**src/rtl/mult_div_unit.sv**
```systemverilog
// mult_div_unit: iterative signed multiply (radix-2 Booth) and signed divide
// (restoring division on magnitudes). Both take 32 iterations, one per clock.
// A request is captured on the edge that samples start. The datapath is
// loaded on the following edge, when the FSM leaves IDLE. hi/lo only change
// on the edge that enters FIN.
module mult_div_unit #(
  parameter int WIDTH = 32
) (
  input  logic             clk,
  input  logic             rst_n,
  input  logic             start,
  input  logic             op,
  input  logic [WIDTH-1:0] a,
  input  logic [WIDTH-1:0] b,
  output logic [WIDTH-1:0] hi,
  output logic [WIDTH-1:0] lo,
  output logic             busy,
  output logic             done,
  output logic             div0
);

  localparam int CNT_W = $clog2(WIDTH);
  localparam logic [CNT_W-1:0] LAST_ITER = CNT_W'(WIDTH - 1);

  typedef enum logic [1:0] {
    IDLE = 2'd0,
    MULT = 2'd1,
    DIV  = 2'd2,
    FIN  = 2'd3
  } state_t;

  state_t state, state_next;

  // Captured request
  logic             pend;
  logic             op_q;
  logic [WIDTH-1:0] a_q;
  logic [WIDTH-1:0] b_q;

  // Iteration state
  logic [CNT_W-1:0] cnt;
  logic             last;
  logic             div0_q;

  // Booth multiplier: 33-bit accumulator, multiplier shift register, Q(-1)
  logic [WIDTH:0]   acc;
  logic [WIDTH-1:0] mq;
  logic             qm1;
  logic [WIDTH:0]   m_ext;
  logic [WIDTH:0]   booth_sum;
  logic [WIDTH:0]   acc_nx;
  logic [WIDTH-1:0] mq_nx;
  logic             qm1_nx;

  // Restoring divider: partial remainder and quotient/dividend shift register
  logic [WIDTH-1:0] rem;
  logic [WIDTH-1:0] quo;
  logic [WIDTH-1:0] a_mag;
  logic [WIDTH-1:0] b_mag;
  logic [WIDTH:0]   shifted;
  logic             take;
  logic [WIDTH-1:0] rem_nx;
  logic [WIDTH-1:0] quo_nx;
  logic [WIDTH-1:0] rem_fix;
  logic [WIDTH-1:0] quo_fix;
  logic             q_neg;
  logic             r_neg;

  assign last  = (cnt == LAST_ITER);
  assign m_ext = {a_q[WIDTH-1], a_q};
  assign a_mag = a_q[WIDTH-1] ? -a_q : a_q;
  assign b_mag = b_q[WIDTH-1] ? -b_q : b_q;
  assign q_neg = a_q[WIDTH-1] ^ b_q[WIDTH-1];
  assign r_neg = a_q[WIDTH-1];

  // State register
  always_ff @(posedge clk or negedge rst_n) begin
    if (!rst_n) state <= IDLE;
    else        state <= state_next;
  end

  // Next-state logic
  always_comb begin
    state_next = state;
    case (state)
      IDLE: begin
        if (pend) begin
          if (!op_q)           state_next = MULT;
          else if (b_q != '0)  state_next = DIV;
          else                 state_next = FIN;
        end
      end
      MULT:    if (last) state_next = FIN;
      DIV:     if (last) state_next = FIN;
      FIN:     state_next = IDLE;
      default: state_next = IDLE;
    endcase
  end

  // Output decode
  always_comb begin
    busy = (state == MULT) || (state == DIV);
    done = (state == FIN);
    div0 = (state == FIN) && div0_q;
  end

  // Request capture: start is only looked at in IDLE with nothing pending,
  // so requests during an operation are dropped rather than queued
  always_ff @(posedge clk or negedge rst_n) begin
    if (!rst_n) begin
      pend <= 1'b0;
      op_q <= 1'b0;
      a_q  <= '0;
      b_q  <= '0;
    end else if (state == IDLE) begin
      if (pend) begin
        pend <= 1'b0;
      end else if (start) begin
        pend <= 1'b1;
        op_q <= op;
        a_q  <= a;
        b_q  <= b;
      end
    end
  end

  // Divide-by-zero flag: set only when FIN is entered straight from IDLE
  always_ff @(posedge clk or negedge rst_n) begin
    if (!rst_n) div0_q <= 1'b0;
    else        div0_q <= (state == IDLE) && (state_next == FIN);
  end

  // One Booth step: add/subtract multiplicand per {Q0,Q-1}, then arithmetic
  // shift of the whole {acc, mq, qm1} chain
  always_comb begin
    booth_sum = acc;
    case ({mq[0], qm1})
      2'b01:   booth_sum = acc + m_ext;
      2'b10:   booth_sum = acc - m_ext;
      default: booth_sum = acc;
    endcase
    acc_nx = {booth_sum[WIDTH], booth_sum[WIDTH:1]};
    mq_nx  = {booth_sum[0], mq[WIDTH-1:1]};
    qm1_nx = mq[0];
  end

  // One restoring-division step plus the sign fix-up applied on the last one.
  // The remainder never reaches the divisor magnitude, so the low word of
  // the subtraction is exact whenever the subtraction is taken.
  always_comb begin
    shifted = {rem, quo[WIDTH-1]};
    take    = (shifted >= {1'b0, b_mag});
    rem_nx  = take ? (shifted[WIDTH-1:0] - b_mag) : shifted[WIDTH-1:0];
    quo_nx  = {quo[WIDTH-2:0], take};
    quo_fix = q_neg ? -quo_nx : quo_nx;
    rem_fix = r_neg ? -rem_nx : rem_nx;
  end

  // Datapath: load on leaving IDLE, iterate in MULT/DIV, publish on last step
  always_ff @(posedge clk or negedge rst_n) begin
    if (!rst_n) begin
      acc <= '0;
      mq  <= '0;
      qm1 <= 1'b0;
      rem <= '0;
      quo <= '0;
      cnt <= '0;
      hi  <= '0;
      lo  <= '0;
    end else begin
      case (state)
        IDLE: begin
          if (pend) begin
            acc <= '0;
            mq  <= b_q;
            qm1 <= 1'b0;
            rem <= '0;
            quo <= a_mag;
            cnt <= '0;
          end
        end
        MULT: begin
          acc <= acc_nx;
          mq  <= mq_nx;
          qm1 <= qm1_nx;
          cnt <= cnt + CNT_W'(1);
          if (last) begin
            hi <= acc_nx[WIDTH-1:0];
            lo <= mq_nx;
          end
        end
        DIV: begin
          rem <= rem_nx;
          quo <= quo_nx;
          cnt <= cnt + CNT_W'(1);
          if (last) begin
            hi <= rem_fix;
            lo <= quo_fix;
          end
        end
        default: begin
        end
      endcase
    end
  end

endmodule

```
**config.mk**
```make
export PLATFORM = sky130hd
export DESIGN_NAME = mult_div_unit
export DESIGN_NICKNAME = d
export VERILOG_FILES = /design/src/rtl/mult_div_unit.sv
export SDC_FILE = /design/constraint.sdc
export NUM_CORES = 1
export LEC_CHECK = 0
export ABC_AREA = 1
export BUFFER_PORTS_ARGS = -buffer_cell sky130_fd_sc_hd__buf_2
export CAP_MARGIN = 40
export CORE_ASPECT_RATIO = 0.5
export CORE_MARGIN = 4
export CORE_UTILIZATION = 45
export DETAILED_ROUTE_END_ITERATION = 10
export GPL_TIMING_DRIVEN = 0
export PLACE_DENSITY_LB_ADDON = 0.2
export SKIP_LAST_GASP = 1
export SYNTH_ARGS = -nofsm -noshare
export SYNTH_HDL_FRONTEND = slang
export SYNTH_SLANG_ARGS = --single-unit
```
**constraint.sdc**
```tcl
create_clock -name clk -period 6.65 [get_ports clk]
set_input_delay 1.33 -clock clk [delete_from_list [all_inputs] [get_ports clk]]
set_output_delay 1.33 -clock clk [all_outputs]
set_load 0.1 [all_outputs]
```
* Yosys cells after proc, flatten, opt, wreduce, memory -nomap -nowiden
Cells that the tools add are included.
** Word-level totals
- Register bits after elaboration :: 268
- Input bits :: 68
- Output and inout port bits :: 67
- Logic and storage cells :: 81
** Operators by class
- $add $sub $neg :: 8
- Order comparisons :: 1
- Bitwise gates (word level) :: 2
- Reductions and logical operators :: 15
- Equal/unequal tests :: 10
- Multiplexer cells :: 31
** Operators with widths (count)
- $mux 32 :: 12
- $pmux 32 s2 :: 5
- $pmux 33 s2 :: 2
- $neg 32->32 :: 4
- $add 33x33->33 :: 1
- $ge 33x32->1 :: 1
- $mux 33 :: 1
- $sub 33x33->33 :: 1
- $reduce_bool 32->1 :: 1
- $sub 32x32->32 :: 1
- $pmux 5 s2 :: 1
- $eq 2x2->1 const B :: 4
- $reduce_bool 2->1 :: 4
- $mux 2 :: 3
- $ne 2x2->1 const B :: 3
- $pmux 2 s3 :: 1
- $reduce_and 2->1 :: 3
- $reduce_and 3->1 :: 2
- $add 5x1->5 const B :: 1
- $eq 5x5->1 const B :: 1
- $mux 5 :: 1
- $eq 2x1->1 const B :: 2
- $mux 1 :: 4
- $logic_and 1x1->1 :: 2
- other kinds (6) :: 6

* Logic depth before layout (Yosys ltp)
Gate-level depths: netlist (run 1).
- Word-level depth :: 8
- Depth in mapped cells :: 39
- Gate-level depth less buffers :: 38

* Worst setup path before layout (run 1)
OpenSTA, ideal clock, no wires.
- Kind :: flip-flop to flip-flop
- From :: register b_q[1]
- To :: register lo[28]
- Required time :: 6.527 ns
- Arrival :: 4.444 ns
- Buffers on the path :: 0
- Stages on the path, launching flop included :: 37
- Period minus slack after synthesis :: 4.567 ns
- Setup time :: 0.123 ns
- Slack :: 2.083 ns
- Path through :: dfrtp_1 -> inv_1 -> ha_1 -> nand3_1 -> nor3_1 -> nand3_1 -> nor3_1 -> inv_1 -> nor2_1 -> nand2_1 -> nor2_1 -> nand2_1 -> nor3_2 -> a21oi_1 -> xor2_1 -> ha_1 -> nand2_1 -> nand2_1 -> nand3_1 -> nand2_1 -> a21oi_1 -> nand2_2 -> nor2_4 -> nand2_4 -> inv_2 -> ha_1 -> nand2_1 -> nor2_1 -> nand2_1 -> nor2_1 -> nand2_1 -> nor4_1 -> nor2_1 -> a21oi_1 -> xor2_1 -> o21ai_0 -> nand2_1
** On the way
- Word-level cells in the longest chain between the ends :: 7
** Ends and longest elaborated chain
- start, declared :: RTL line 38 : logic [WIDTH-1:0] b_q;
- start signal, assigned :: RTL line 114 : b_q <= '0;
- start signal, assigned :: RTL line 122 : b_q <= b;
- $neg 32->32 :: RTL line 72 : assign b_mag = b_q[WIDTH-1] ? -b_q : b_q;
- $mux 32 * :: RTL line 72
- $ge 33x32->1 * :: RTL line 152 : take = (shifted >= {1'b0, b_mag});
- $neg 32->32 * :: RTL line 155 : quo_fix = q_neg ? -quo_nx : quo_nx;
- $mux 32 * :: RTL line 155
- $mux 32 * :: RTL line 196 : if (last) begin
- $pmux 32 s2 * :: RTL line 171 : case (state)
- end signal, assigned :: RTL line 189 : lo <= mq_nx;
- end signal, assigned :: RTL line 198 : lo <= quo_fix;
- end, declared :: RTL line 16 : output logic [WIDTH-1:0] lo,
Every way passes the cells marked *; elsewhere a longest branch is shown, timed or not. The select of a mux whose other input is x is not followed.
A chain may end at the register's enable or synchronous reset.

* Final worst setup path (run 1)
- From :: register b_q[0]
- To :: register hi[26]
** On the way
- Word-level cells in the longest chain between the ends :: 8
- Elaborated cells on any way between the ends :: 9
- Those cells by class :: 3 x add/sub; 1 x order compare; 5 x mux
** Ends and longest elaborated chain
- $neg 32->32 :: RTL line 72
- $mux 32 * :: RTL line 72
- $sub 32x32->32 or $ge 33x32->1 (tied branches) :: RTL line 153, 152
- $mux 32 * :: RTL line 153 : rem_nx = take ? (shifted[WIDTH-1:0] - b_mag) : shifted[WIDTH-1:0];
- $neg 32->32 :: RTL line 156 : rem_fix = r_neg ? -rem_nx : rem_nx;
- $mux 32 * :: RTL line 156
- $mux 32 * :: RTL line 196
- $pmux 32 s2 * :: RTL line 171
- end signal, assigned :: RTL line 188 : hi <= acc_nx[WIDTH-1:0];
- end signal, assigned :: RTL line 197 : hi <= rem_fix;
- end, declared :: RTL line 15 : output logic [WIDTH-1:0] hi,
Marked as above.

==> results.sh, run 1 <==
export IMPL_yosys_warnings=0
export IMPL_core_area_sq_mm=0.0436
export IMPL_synth_top_area_cell="dfrtp_1"
export IMPL_critPathCaptureType="flop"
export IMPL_setup_viol=0
export IMPL_synth_top_area_share_pct=33.7
export IMPL_ir_drop_v=0.000221
export IMPL_dieHeight_um=157
export IMPL_avgSynthCellArea_sq_um=6.66
export IMPL_synth_distinct_cells=56
export IMPL_report_final_slew_viol_count=0
export IMPL_synthFlopType="dfrtp_1"
export IMPL_post_cts_buffers=0
export IMPL_tns_ns=0
export IMPL_fin_crit_ns=6.05
export IMPL_slowest_stage="dfrtp_1"
export IMPL_grt_overflow=0
export IMPL_ctsResizeCount=0
export IMPL_grt_pass1_vias=18888
export IMPL_cts_made_buffers=27
export IMPL_p_leak_nw=11.5
export IMPL_clockRootBuffer="clkbuf_16"
export IMPL_clkLatencyLatePin_ns=0.57
export IMPL_r2r_slack_ns=0.60
export IMPL_wire_per_inst_um=20.6
export IMPL_critPathMaxStageDelay_ns=0.39
export IMPL_skew_ns=0.00865
export IMPL_final_antenna_net_count=0
export IMPL_netlist_instances=2980
export IMPL_p_per_area_mw_per_mm2=523
export IMPL_die_area_sq_mm=0.0477
export IMPL_synth_area_sq_mm=0.0199
export IMPL_hold_buffers=0
export IMPL_drcViolationCount=0
export IMPL_drive_above_1_share_pct=9.50
export IMPL_maxCapViolations=0
export IMPL_area_growth_pct=12.3
export IMPL_synth_nets=3126
export IMPL_hold_violations=0
export IMPL_hold_path_class="flop to flop"
export IMPL_cpMostUsedCell="nand3_1"
export IMPL_max_slew_margin_pct=41.1
export IMPL_async_reset_ff_share_pct=100
export IMPL_tightestPinTransition_ns=0.884
export IMPL_grt_pass1_wl_um=115000
export IMPL_wl_um=77200
export IMPL_dpl_hpwl_um=62300
export IMPL_crit_fanout=10
export IMPL_fin_crit_sh_pct=91.0
export IMPL_htreeDepth=1
export IMPL_critPathKind="flop to flop"
export IMPL_critPathArrivalTime_ns=6.50
export IMPL_synth_seq_cells=267
export IMPL_cp_required_ns=7.10
export IMPL_rsz0062_at_grt="false"
export IMPL_start_util_pct=45.6
export IMPL_io_pins=135
export IMPL_die_w_um=305
export IMPL_yosysMostFrequentCell="nand2_1"
export IMPL_globalplace_congestion=0.979
export IMPL_numPortBuffers=134
export IMPL_cts_tree="yes"
export IMPL_seq_area_sq_mm=0.00668
export IMPL_ys_top_cells_by_count="nand2_1 (854), inv_1 (341), nor2_1 (296)"
export IMPL_cp_start_kind="flop"
export IMPL_status="complete, no violations"
export IMPL_vias=21136
export IMPL_placementRows=54
export IMPL_max_freq_mhz=165
export IMPL_ys_top_cells_by_area="dfrtp_1 (34%), nand2_1 (16%), inv_1 (6.4%)"
export IMPL_grt_usage_pct=31.4
export IMPL_multi_input_area_sq_mm=0.0113
export IMPL_grt_max_degree=118
export IMPL_nFillCells=4454
export IMPL_drt_first_pass_iters=6
export IMPL_nNetsFinal=3295
export IMPL_drt_iter0_markers=2629
export IMPL_synth_edf_count=0
export IMPL_antenna_found_initial=0
export IMPL_vias_per_cell=5.63
export IMPL_cts_sinks=267
export IMPL_clk_pin_slew_worst_paths_ns=0.07
export IMPL_yosysSeqAreaShare_pct=33.7
export IMPL_cts_path_max_buffers=3
export IMPL_finalCoreUtilization_pct=51.2
## sequential cells by signal, indices dropped and copies added, names as in the netlist
| name | count |
|---|---|
| quo | 32 |
| pend | 1 |
| state | 2 |
| b_q | 32 |
| rem | 32 |
| acc | 32 |
| cnt | 5 |
| a_q | 32 |
| div0_q | 1 |
| mq | 32 |
| hi | 32 |
| op_q | 1 |
| lo | 32 |
| qm1 | 1 |
## placed cells by master, fill, tap and decap left out, types with 10 or more instances in the layout
cell       instances
o21ai_0          247
o22ai_1           18
o221ai_1          12
nand3_1          161
buf_2            140
a31oi_1           35
xor2_1            78
nor4_1            10
o211ai_1          22
dfrtp_1          267
ha_1              76
nor3_1            22
nand4_1           25
nor2_2            13
clkbuf_16         27
a21oi_1          213
clkbuf_1         105
inv_1            341
nor2_1           296
or2_2             14
o21ai_1           17
nand2_2           24
mux2_2            14
inv_2             12
nand2_1          854
## critical path, delay by kind of cell (launching register included)
family	cells	cell delay (ns)
adder cells (fa/ha/maj)	2	0.67
flip-flops	1	0.39
AND/OR/NAND/NOR	24	3.74
buffers and inverters	4	0.41
AO/OA/AOI/OAI	3	0.56
XOR/XNOR	1	0.15
## cell families after synthesis
kind of cell | after synthesis | share of synthesized area, %
AND/OR/NAND/NOR | 1456 | 30.8
XOR/XNOR | 82 | 3.62
buffers and inverters | 475 | 9.24
AO/OA/AOI/OAI | 607 | 16.8
multiplexers | 15 | 0.845
flip-flops | 267 | 33.7
adder cells (fa/ha/maj) | 78 | 4.99
## path summary, 6_finish.rpt
| kind | endpoint | cells past startpoint | from |
|---|---|---|---|
| setup / recovery | hi[26]$_DFFE_PN0P_ | 34 | b_q[0]$_DFFE_PN0P_ |
| hold / removal | hi[10]$_DFFE_PN0P_ | 2 | hi[10]$_DFFE_PN0P_ |
| setup reg to reg | hi[26]$_DFFE_PN0P_ | 34 | b_q[0]$_DFFE_PN0P_ |
| hold reg to reg | hi[10]$_DFFE_PN0P_ | 2 | hi[10]$_DFFE_PN0P_ |
| max in group asynchronous | hi[4]$_DFFE_PN0P_ | 2 | rst_n |
| min in group asynchronous | a_q[15]$_DFFE_PN0P_ | 1 | rst_n |
## report_power, final
part | leakage (nW) | total, mW | switching [mW] | internal [mW]
Combinational | 7.81 | 7.31 | 5.22 | 2.09
Sequential | 3.24 | 2.68 | 0.572 | 2.10
Clock | 0.437 | 1.67 | 0.717 | 0.953
## area by class of cell
cell class	count	area share, %
clock buffers	33	3.18
diodes	2	0.0224
repair buffers	140	3.50
inverters	356	5.99
plain buffers	119	2.23
well taps	588	3.30
flip-flops and latches	267	30.0
multi-input cells	2238	50.8
clock inverters	14	0.954
## through the flow
step	cell area, sq um	worst slack (ns)	total power, mW	hold WS [ns]	std cells
floorplan	19900	2.08	7.27	0.448	2980
global placement	21300	-0.854	9.64	0.458	3702
detailed placement	21400	0.778	9.72	0.461	3708
CTS	22300	0.757	11.4	0.479	3755
global route	22300	0.0634	12.5	0.498	3755
finish	22300	0.598	11.7	0.476	3757
## layer usage
layer	global-route usage (%)	up-vias	wire [um]
li1	-	10025	-
met1	48.4	9987	36000
met2	45.3	1010	31300
met3	5.73	114	7750
met4	7.77	0	2110
met5	0	-	0
(Power assumes the default switching activity.)
==> run 2, diff against run 1 <==
GPL_TIMING_DRIVEN = unset   (was 0)
==> run 2 against run 1 <==
Register-to-register slack gained 0.20 ns. Critical path depth grew 2. Total power shrank 4.4%. Non-clock buffer count shrank 96. Critical path type unchanged. Critical endpoint is now lo[28]$_DFFE_PN0P_. Largest cell class unchanged. Highest routed layer is now met5.
==> results.sh, run 2 (same netlist as run 1, synthesis figures left out) <==
export IMPL_nNetsFinal=3201
export IMPL_post_dp_cell_area_sq_mm=0.0211
export IMPL_critPathArrivalTime_ns=6.32
export IMPL_drt_first_pass_iters=5
export IMPL_p_per_area_mw_per_mm2=505
export IMPL_worstHoldStart="hi[24]$_DFFE_PN0P_"
export IMPL_rsz0062_at_grt="false"
export IMPL_holdPathStages=2
export IMPL_start_util_pct=45.6
export IMPL_dpl_hpwl_um=54300
export IMPL_grt_overflow=0
export IMPL_wl_um=69600
export IMPL_cts_made_buffers=28
export IMPL_p_leak_nw=11.4
export IMPL_area_growth_pct=11.1
export IMPL_tns_ns=0
export IMPL_numPortBuffers=134
export IMPL_slowest_stage="dfrtp_1"
export IMPL_layout_common_cells="nand2_1 (853), inv_1 (339), nor2_1 (294)"
export IMPL_critPathMaxStageDelay_ns=0.38
export IMPL_grt_usage_pct=28.3
export IMPL_grt_max_degree=128
export IMPL_wire_per_inst_um=19.0
export IMPL_setup_viol=0
export IMPL_fin_crit_sh_pct=88.1
export IMPL_hold_buffers=0
export IMPL_diodes=0
export IMPL_htreeDepth=1
export IMPL_skew_ns=0.0344
export IMPL_setup_slack_ns=0.794
export IMPL_io_pins=135
export IMPL_placementRows=54
export IMPL_cts_tree="yes"
export IMPL_clkLatencyLatePin_ns=0.58
export IMPL_final_antenna_net_count=0
export IMPL_die_area_sq_mm=0.0477
export IMPL_antenna_found_initial=1
export IMPL_cp_required_ns=7.11
export IMPL_reg2reg_from="b_q[0]$_DFFE_PN0P_"
export IMPL_cp_start_kind="flop"
export IMPL_die_w_um=305
export IMPL_fin_crit_ns=5.86
export IMPL_pre_cts_ws_ns=0.506
export IMPL_fin_area_sq_mm=0.0220
export IMPL_r2r_slack_ns=0.79
export IMPL_vias_per_cell=5.45
export IMPL_grt_pass1_vias=17838
export IMPL_hold_path_class="flop to flop"
export IMPL_clockRootBuffer="clkbuf_16"
export IMPL_report_final_slew_viol_count=0
export IMPL_cts_path_max_buffers=3
export IMPL_critPathCaptureType="flop"
export IMPL_globalplace_congestion=0.958
export IMPL_r2r_end="lo[28]$_DFFE_PN0P_"
export IMPL_cts_sinks=267
export IMPL_r2r_cells=36
export IMPL_clk_pin_slew_worst_paths_ns=0.06
export IMPL_drcViolationCount=0
export IMPL_dieHeight_um=157
export IMPL_status="complete, no violations"
export IMPL_hold_violations=0
export IMPL_ir_drop_v=0.000269
export IMPL_cpMostUsedCell="nand2_1"
export IMPL_core_area_sq_mm=0.0436
export IMPL_critPathKind="flop to flop"
export IMPL_final_common_cell="nand2_1"
export IMPL_drive_above_1_share_pct=10.4
export IMPL_min_to="hi[24]$_DFFE_PN0P_"
export IMPL_crit_fanout=41
export IMPL_grt_pass1_wl_um=106000
export IMPL_max_freq_mhz=171
export IMPL_max_slew_margin_pct=46.7
export IMPL_tightestPinTransition_ns=0.800
export IMPL_maxCapViolations=0
export IMPL_vias=19954
export IMPL_drt_iter0_markers=2069
run 2: routing by layer:
| metal | track usage (%) | routed length (um) |
|---|---|---|
| met1 | 44.2 | 34100 |
| met2 | 40.1 | 28000 |
| met3 | 5.69 | 5960 |
| met4 | 5.64 | 1480 |
| met5 | 0 | 40 |
run 2: worst max-delay path by stage:
stage                             from                  to  slack [ns]  cells after the start
global placement    b_q[0]$_DFFE_PN0P_  lo[28]$_DFFE_PN0P_        0.68                     36
global route        b_q[0]$_DFFE_PN0P_  lo[28]$_DFFE_PN0P_        0.06                     37
finish              b_q[0]$_DFFE_PN0P_  lo[28]$_DFFE_PN0P_        0.79                     36
detailed placement  b_q[0]$_DFFE_PN0P_  lo[28]$_DFFE_PN0P_        0.51                     36
floorplan           b_q[1]$_DFFE_PN0P_  lo[28]$_DFFE_PN0P_        2.08                     36
CTS                 b_q[0]$_DFFE_PN0P_  lo[28]$_DFFE_PN0P_        0.50                     36
run 2: layout make-up:
cell class              instances  area (sq um)
inverters                     356          1340
multi-input cells            2239         11400
well taps                     588           736
repair buffers                163          1000
flip-flops and latches        267          6680
fillers                      4447         21500
clock inverters                 9           123
clock buffers                  40           797
run 2: through the flow:
step	instances	util (%)	hold WS, ns	power [mW]
floorplan	2980	-	0.448	7.27
global placement	3604	48.1	0.457	9.28
detailed placement	3610	48.4	0.460	9.36
CTS	3659	50.5	0.478	11.0
global route	3662	50.6	0.490	12.1
finish	3662	50.6	0.478	11.1
run 2: report_power, final:
group / switching (mW) / total (mW) / internal, mW
registers: 0.541 / 2.65 / 2.11
clock network: 0.694 / 1.64 / 0.944
logic: 4.80 / 6.86 / 2.06
total: 6.03 / 11.1 / 5.11
run 2: critical path: cells and delay by family (launching register included):
| kind | cells | cell delay (ns) |
|---|---|---|
| adders and majority gates | 2 | 0.53 |
| buffers and inverters | 5 | 0.54 |
| xor gates and xnor gates | 2 | 0.25 |
| and+or+nand+nor | 24 | 3.57 |
| AOI/OAI and AO/OA | 3 | 0.48 |
| DFF | 1 | 0.38 |
run 2: repair_timing:
item,CTS,global route
setup buffers,0,2
gates resized for setup,0,1
setup endpoints to repair,0,5
